## src/rtl/pulse_gen_if.sv

```systemverilog
// Control/status bundle for the pulse generator: the requester drives start/stop
// and the burst configuration; the generator returns the waveform and its status.
interface pulse_gen_if #(
  parameter int CNT_W = 16,
  parameter int NUM_W = 8
);
  logic             start;
  logic             stop;
  logic [CNT_W-1:0] delay_cyc;
  logic [CNT_W-1:0] high_cyc;
  logic [CNT_W-1:0] low_cyc;
  logic [NUM_W-1:0] pulse_num;
  logic             a;
  logic             busy;
  logic             done;
  logic             aborted;
  logic [NUM_W-1:0] pulse_cnt;

  modport master (
    output start, stop, delay_cyc, high_cyc, low_cyc, pulse_num,
    input  a, busy, done, aborted, pulse_cnt
  );

  modport slave (
    input  start, stop, delay_cyc, high_cyc, low_cyc, pulse_num,
    output a, busy, done, aborted, pulse_cnt
  );
endinterface

```

## src/rtl/pulse_gen.sv

```systemverilog
// Programmable single/burst pulse generator: start delay, high width, low width
// and pulse count; the waveform a is a plain register set only in HIGH.
module pulse_gen #(
  parameter int CNT_W = 16,
  parameter int NUM_W = 8
) (
  input logic        clk,
  input logic        rst_n,
  pulse_gen_if.slave bus
);

  localparam logic [1:0] IDLE  = 2'd0;
  localparam logic [1:0] DELAY = 2'd1;
  localparam logic [1:0] HIGH  = 2'd2;
  localparam logic [1:0] LOW   = 2'd3;

  logic [1:0]       r_state;
  logic [CNT_W-1:0] r_cnt;
  logic [CNT_W-1:0] r_high;
  logic [CNT_W-1:0] r_low;
  logic [NUM_W-1:0] r_num;
  logic [NUM_W-1:0] r_pulse_cnt;
  logic             r_a;
  logic             r_busy;
  logic             r_done;
  logic             r_aborted;

  logic [CNT_W-1:0] w_high_ld;
  logic [CNT_W-1:0] w_low_ld;
  logic [NUM_W-1:0] w_num_ld;
  logic [NUM_W-1:0] w_pc_inc;
  logic             w_accept;

  // Zero-valued widths and counts behave as one.
  assign w_high_ld = (bus.high_cyc  == '0) ? CNT_W'(1) : bus.high_cyc;
  assign w_low_ld  = (bus.low_cyc   == '0) ? CNT_W'(1) : bus.low_cyc;
  assign w_num_ld  = (bus.pulse_num == '0) ? NUM_W'(1) : bus.pulse_num;
  assign w_pc_inc  = (&r_pulse_cnt) ? r_pulse_cnt : r_pulse_cnt + NUM_W'(1);
  assign w_accept  = bus.start && !bus.stop;

  always_ff @(posedge clk or negedge rst_n) begin
    if (!rst_n) begin
      r_state     <= IDLE;
      r_cnt       <= '0;
      r_high      <= '0;
      r_low       <= '0;
      r_num       <= '0;
      r_pulse_cnt <= '0;
      r_a         <= 1'b0;
      r_busy      <= 1'b0;
      r_done      <= 1'b0;
      r_aborted   <= 1'b0;
    end else begin
      r_done    <= 1'b0;
      r_aborted <= 1'b0;
      case (r_state)
        IDLE: begin
          if (w_accept) begin
            r_high <= w_high_ld;
            r_low  <= w_low_ld;
            r_num  <= w_num_ld;
            r_busy <= 1'b1;
            if (bus.delay_cyc == '0) begin
              // Clear-then-increment collapses to 1 when HIGH is entered directly.
              r_state     <= HIGH;
              r_a         <= 1'b1;
              r_cnt       <= w_high_ld - CNT_W'(1);
              r_pulse_cnt <= NUM_W'(1);
            end else begin
              r_state     <= DELAY;
              r_cnt       <= bus.delay_cyc - CNT_W'(1);
              r_pulse_cnt <= '0;
            end
          end
        end
        DELAY: begin
          if (bus.stop) begin
            r_state   <= IDLE;
            r_a       <= 1'b0;
            r_busy    <= 1'b0;
            r_aborted <= 1'b1;
          end else if (r_cnt == '0) begin
            r_state     <= HIGH;
            r_a         <= 1'b1;
            r_cnt       <= r_high - CNT_W'(1);
            r_pulse_cnt <= w_pc_inc;
          end else begin
            r_cnt <= r_cnt - CNT_W'(1);
          end
        end
        HIGH: begin
          if (bus.stop) begin
            r_state   <= IDLE;
            r_a       <= 1'b0;
            r_busy    <= 1'b0;
            r_aborted <= 1'b1;
          end else if (r_cnt == '0) begin
            r_a <= 1'b0;
            if (r_pulse_cnt == r_num) begin
              // Last pulse: no trailing low phase.
              r_state <= IDLE;
              r_busy  <= 1'b0;
              r_done  <= 1'b1;
            end else begin
              r_state <= LOW;
              r_cnt   <= r_low - CNT_W'(1);
            end
          end else begin
            r_cnt <= r_cnt - CNT_W'(1);
          end
        end
        LOW: begin
          if (bus.stop) begin
            r_state   <= IDLE;
            r_a       <= 1'b0;
            r_busy    <= 1'b0;
            r_aborted <= 1'b1;
          end else if (r_cnt == '0) begin
            r_state     <= HIGH;
            r_a         <= 1'b1;
            r_cnt       <= r_high - CNT_W'(1);
            r_pulse_cnt <= w_pc_inc;
          end else begin
            r_cnt <= r_cnt - CNT_W'(1);
          end
        end
        default: r_state <= IDLE;
      endcase
    end
  end

  assign bus.a         = r_a;
  assign bus.busy      = r_busy;
  assign bus.done      = r_done;
  assign bus.aborted   = r_aborted;
  assign bus.pulse_cnt = r_pulse_cnt;

endmodule

```

## src/flat_wrapper.sv

```systemverilog
// flat-port wrapper written by rule: the top's interface ports become plain ports
module pulse_gen_flat 
#(
  parameter int CNT_W = 16,
  parameter int NUM_W = 8
)
  (clk, rst_n, bus_start, bus_stop, bus_delay_cyc, bus_high_cyc, bus_low_cyc, bus_pulse_num, bus_a, bus_busy, bus_done, bus_aborted, bus_pulse_cnt);
  pulse_gen_if #(.CNT_W(CNT_W), .NUM_W(NUM_W)) bus_i ();
  input logic clk;
  input logic rst_n;
  input wire logic [$bits(bus_i.start)-1:0] bus_start;
  input wire logic [$bits(bus_i.stop)-1:0] bus_stop;
  input wire logic [$bits(bus_i.delay_cyc)-1:0] bus_delay_cyc;
  input wire logic [$bits(bus_i.high_cyc)-1:0] bus_high_cyc;
  input wire logic [$bits(bus_i.low_cyc)-1:0] bus_low_cyc;
  input wire logic [$bits(bus_i.pulse_num)-1:0] bus_pulse_num;
  output wire logic [$bits(bus_i.a)-1:0] bus_a;
  output wire logic [$bits(bus_i.busy)-1:0] bus_busy;
  output wire logic [$bits(bus_i.done)-1:0] bus_done;
  output wire logic [$bits(bus_i.aborted)-1:0] bus_aborted;
  output wire logic [$bits(bus_i.pulse_cnt)-1:0] bus_pulse_cnt;
  assign bus_i.start = bus_start;
  assign bus_i.stop = bus_stop;
  assign bus_i.delay_cyc = bus_delay_cyc;
  assign bus_i.high_cyc = bus_high_cyc;
  assign bus_i.low_cyc = bus_low_cyc;
  assign bus_i.pulse_num = bus_pulse_num;
  assign bus_a = bus_i.a;
  assign bus_busy = bus_i.busy;
  assign bus_done = bus_i.done;
  assign bus_aborted = bus_i.aborted;
  assign bus_pulse_cnt = bus_i.pulse_cnt;
  pulse_gen #(.CNT_W(CNT_W), .NUM_W(NUM_W)) u_core (.clk(clk), .rst_n(rst_n), .bus(bus_i));
endmodule
```

## config.mk

```make
export PLATFORM = sky130hd
export DESIGN_NAME = pulse_gen_flat
export DESIGN_NICKNAME = d
export VERILOG_FILES = /design/src/rtl/pulse_gen_if.sv /design/src/rtl/pulse_gen.sv /design/src/flat_wrapper.sv
export SDC_FILE = /design/constraint.sdc
export NUM_CORES = 1
export LEC_CHECK = 0
export ABC_AREA = 0
export BUFFER_PORTS_ARGS = -buffer_cell sky130_fd_sc_hd__buf_2
export CORE_UTILIZATION = 60
export CTS_BUF_LIST = sky130_fd_sc_hd__clkbuf_8
export CTS_CLUSTER_SIZE = 12
export DETAILED_ROUTE_END_ITERATION = 8
export GPL_TIMING_DRIVEN = 0
export PLACE_DENSITY = 0.82
export REMOVE_ABC_BUFFERS = 1
export SYNTH_ARGS = -nofsm -noshare
export SYNTH_HDL_FRONTEND = slang
export SYNTH_SLANG_ARGS = --single-unit
```

## constraint.sdc

```tcl
create_clock -name clk -period 3.5 [get_ports clk]
set_input_delay 0.7 -clock clk [delete_from_list [all_inputs] [get_ports clk]]
set_output_delay 0.7 -clock clk [all_outputs]
set_load 0.02 [all_outputs]
```

## After elaboration in Yosys (flattened, before gate mapping)

Index checks and enable logic that the tools add are counted.

- Flip-flop bits (word level): 70
- Input port bits: 60
- Word-level logic and storage cells: 93

- Add/sub/neg operators: 6
- Equal/unequal tests: 15
- Mux-type cells: 44
- Reductions and logical operators: 18

Operator list:

| operator | number |
|---|---|
| 16-bit two-way mux | 9 |
| 16-bit by 1-bit subtractor with 16-bit output (second input constant) | 5 |
| 16-bit zero test | 4 |
| 16-bit case mux with 3 select lines | 1 |
| 8-bit two-way mux | 5 |
| 1-bit two-way mux | 18 |
| 8-bit case mux with 2 select lines | 1 |
| 2-bit two-way mux | 7 |
| 4-bit AND reduction | 3 |
| 8-bit by 1-bit adder with 8-bit output (second input constant) | 1 |
| 8-bit equality test | 1 |
| 8-bit zero test | 1 |
| 2-bit by 1-bit != test with 1-bit output (second input constant) | 4 |
| 8-bit AND reduction | 1 |
| 2-bit != test (second input constant) | 3 |
| 3-bit by 2-bit != test with 1-bit output (second input constant) | 2 |
| 1-bit case mux with 3 select lines | 2 |
| 2-bit case mux with 3 select lines | 1 |
| 5-bit AND reduction | 1 |
| 2-bit equality test (second input constant) | 2 |
| 3-bit by 1-bit != test with 1-bit output (second input constant) | 1 |
| 3-bit != test (second input constant) | 1 |
| 3-bit AND reduction | 1 |
| 3-bit OR reduction | 1 |
| 7 further kinds | 7 |

## Logic depth before layout (Yosys ltp)

- Depth after elaboration: 6
- Gate-level depth with buffers: 12

## Least setup slack after synthesis

Ideal clock, no wire load.

- Kind: input to register
- Start: in bus_delay_cyc[10]
- End: reg u_core.r_cnt[14]
- Arrival time: 3.190 ns
- Slack: 0.184 ns
- Stages: 12
- Path buffers: 1
- Cell sequence: nor4_1 -> nand2_1 -> nor2_1 -> clkbuf_1 -> a21oi_1 -> ha_1 -> or3b_2 -> nor2_1 -> o2111ai_1 -> mux2i_1 -> o22ai_1 -> a221o_1

- Cells in the longest elaborated chain, start to end: 4
- Elaborated cells between the ends (all ways): 5
- Classes of those cells: 1 x add/sub; 3 x mux; 1 x reduce/logical

Ends and longest elaborated chain:

| what | RTL line | text |
|---|---|---|
| from (decl) | flat_wrapper.sv:13 | `input wire logic [$bits(bus_i.delay_cyc)-1:0] bus_delay_cyc;` |
| 16-bit by 1-bit subtractor with 16-bit output / 16-bit zero test (equally long branches) | pulse_gen.sv:71, pulse_gen.sv:63 |  |
| 16-bit two-way mux (*) | pulse_gen.sv:63 | `if (bus.delay_cyc == '0) begin` |
| 16-bit two-way mux (*) | pulse_gen.sv:58 | `if (w_accept) begin` |
| 16-bit case mux with 3 select lines (*) | pulse_gen.sv:56 | `case (r_state)` |
| to (signal assigned) | pulse_gen.sv:67 | `r_cnt <= w_high_ld - CNT_W'(1);` |
| to (signal assigned) | pulse_gen.sv:71 | `r_cnt <= bus.delay_cyc - CNT_W'(1);` |
| to (signal assigned) | pulse_gen.sv:85 | `r_cnt <= r_high - CNT_W'(1);` |
| to (decl) | pulse_gen.sv:18 | `logic [CNT_W-1:0] r_cnt;` |

Mark *: on every way between the ends. The rest lies on a longest branch, timed or not. The select of a mux whose other input is x is not followed.
A chain may end at the register's enable or synchronous reset.

## Final worst setup path

- Start: in bus_delay_cyc[1]
- End: reg u_core.r_cnt[14]

The elaborated chain is that of the path after synthesis.

==> reports/results.ini <==
[run_status]
status=finished, final reports clean

[cells_and_area]
layout-drive-gt1-share=0.175
fillers=686
layout.nets=760
postLayoutCellArea_um2=5690
antenna_cells=0
syn_to_final_growth_pct=13.4

[synth]
syn_area_per_cell_um2=7.80
yosys_warnings=0
synth_ff_type=dfrtp_1
netlist.area_leader.share=0.349
async_flop_share=1.00
syn_area_um2=5020
yosysMostFrequentCell=nand2_1
synth_edf_count=0
synthCells=644
synth_common_cells=nand2_1 (145), dfrtp_1 (70), nor2_1 (47)
synth.distinct_cells=69
yosysTopAreaCell=dfrtp_1
ys_ff_latch=70
synth-seq-area-share=0.349
netlist_top_cells_area=dfrtp_1 (35%), nand2_1 (11%), xnor2_1 (4.5%)

[die]
die-area_um2=8740
die_h_um=93.5
core_um2=8180
num_rows=33
start_util=0.614
io_pins=72
die_w_um=93.5

[power_and_ir_drop]
powerDensity_nw_per_um2=504
p_leak_nw=2.45
vdd_drop_max_uv=308

[route]
vias=5417
drc_errors=0
drt_wl_total_um=16000
dr.pass1.iters=8
first_iter_violations=459
drt-wirelength-per-cell_um=19.9
ant_nets=0
viasPerCell=6.74

[critical_path]
max_stage_delay_ps=440
worstPathArrival_ps=3650
worstRegToRegCells=6
worst_path_most_repeated_cell=nor2_1
cp-start-kind=input pin
end_kind=flip-flop
worst-setup-path-type=in -> reg
crit_chain=buf_2 -> nor3_2 -> and3_2 -> nand2_1 -> nor2_1 -> nor2_1 -> ha_1 -> or3b_2 -> nor2_1 -> o2111ai_1 -> mux2i_1 -> o22ai_1 -> a221o_1
crit_slowest_cell=and3_2
crit_fanout=12
required_ps=3760

[flow_run]
cap_violations=0

[sta]
post-route-period-util=0.971
worst_pin_slew_ps=1050
period_minus_slack_ps=3400
setup_viol=0
max_freq_mhz=294
max_slew_margin=0.296
fin_skew_ps=7.27
slew_violations=0
hold_viol_final=0
holdWs_ps=444

[cts]
clockBufferDepth=2
insertion_delay_ps=370
post_cts_buffers=0
cts_max_level=3
numClockSinks=70
cts.reportedPaths.clkPinSlew_ps=80
ctsHoldBuffers=0
numCtsBuffers=9
clock-root-buffer=clkbuf_8
cts_tree=yes

[worst_hold_path]
hold_class=in -> async

[placement]
routabilityCongestion=1.00
placed_cell_area_um2=5390
port_buffers=71
dp_hpwl_um=11700

[global_routing]
grt_overflow=0
grt_usage=0.378
antenna_found_initial=0
grt_max_degree=71
grt_pass1_vias=4923
grt_pass1_wl_um=25200

## cell families after synthesis
kind of cell,after synthesis,share of synthesized area
AND/OR/NAND/NOR,320,0.307
AO/OA/AOI/OAI,154,0.206
flip-flops,70,0.349
buffers and inverters,45,0.0356
XOR/XNOR,44,0.0768
adder cells (fa/ha/maj),6,0.0150
multiplexers,5,0.0105
## per-stage QoR
stage / setup slack [ps] / total power, mW / TNS [ps] / util / instances
after global routing: -3.30 / 3.02 / -3.46 / 0.696 / 804
after global placement: -1120 / 2.05 / -16740 / 0.658 / 788
after CTS: 46.8 / 2.83 / 0 / 0.691 / 804
after floorplan: 162 / 1.76 / 0 / - / 612
after detailed placement: -844 / 2.08 / -6360 / 0.659 / 788
final: 103 / 2.87 / 0 / 0.696 / 804
## where the power goes
part	total [mW]	switching, mW	leakage, nW	internal (mW)
registers	1.22	0.243	0.875	0.981
logic	0.890	0.536	1.46	0.354
clock network	0.757	0.352	0.112	0.405
## final timing paths
check / startpoint / to / slack [ps]
max: bus_delay_cyc[1] / u_core.r_cnt[14] / 100
min: rst_n / u_core.r_cnt[2] / 440
max reg2reg: u_core.r_cnt[6] / u_core.r_cnt[9] / 260
min reg2reg: u_core.r_num[7] / u_core.r_num[7] / 500
max in group asynchronous: rst_n / u_core.r_cnt[12] / 2440
min in group clk: u_core.r_num[7] / u_core.r_num[7] / 500
## critical path: cells and delay by family
family                   cells  cell delay [ps]
AO/OA/AOI/OAI                3              650
adder cells (fa/ha/maj)      1              210
buffers and inverters        1              110
multiplexers                 1              230
AND/OR/NAND/NOR              7             1740
## sequential cells by signal, indices dropped and copies added (netlist names)
register and cells:
u_core.bus.a 1, u_core.bus.aborted 1, u_core.bus.busy 1, u_core.bus.done 1, u_core.bus.pulse_cnt 8, u_core.r_cnt 16, u_core.r_high 16, u_core.r_low 16
u_core.r_num 8, u_core.r_state 2
## layout by cell type (no fill, tap or decap), types with 4 or more instances in the layout
master / synthesis / final
o2111ai_1: 5 / 5
nand3_1: 14 / 13
a21oi_1: 28 / 28
inv_1: 13 / 14
or3b_2: 4 / 4
o31ai_1: 5 / 5
or2_2: 5 / 5
o22ai_1: 6 / 6
and3_1: 8 / 6
xor2_1: 18 / 18
o21ai_0: 39 / 39
ha_1: 6 / 6
nand4_1: 6 / 6
o211ai_1: 6 / 6
nand2_1: 145 / 145
clkbuf_8: 0 / 9
a31oi_1: 19 / 18
nor4_1: 25 / 21
nor3_1: 23 / 21
dfrtp_1: 70 / 70
or3_1: 16 / 16
xnor2_1: 26 / 26
nor2_1: 47 / 45
or4_1: 11 / 11
o221ai_1: 5 / 5
a31o_2: 4 / 4
buf_2: 2 / 70
## layout make-up
class / instances / area [um2] / share of cell area
inverters: 13 / 48.8 / 0.00857
multi-input cells: 529 / 3180 / 0.559
well taps: 105 / 131 / 0.0231
flip-flops and latches: 70 / 1750 / 0.308
repair buffers: 71 / 358 / 0.0629
clock inverters: 7 / 97.6 / 0.0171
clock buffers: 9 / 124 / 0.0218
## per-layer routing
layer	GRT usage	share of wire	up-vias	wire length, um
met4	0.165	0.033	0	533
met1	0.514	0.42	2578	6740
met2	0.582	0.46	331	7330
met5	0	0	-	0
met3	0.0764	0.087	52	1390
li1	-	-	2456	-
## repair_timing
action	in CTS	in global routing
cloned	0	0
gates resized for setup	9	7
endpoints found under the setup margin	15	6
(Power assumes the default switching activity.)
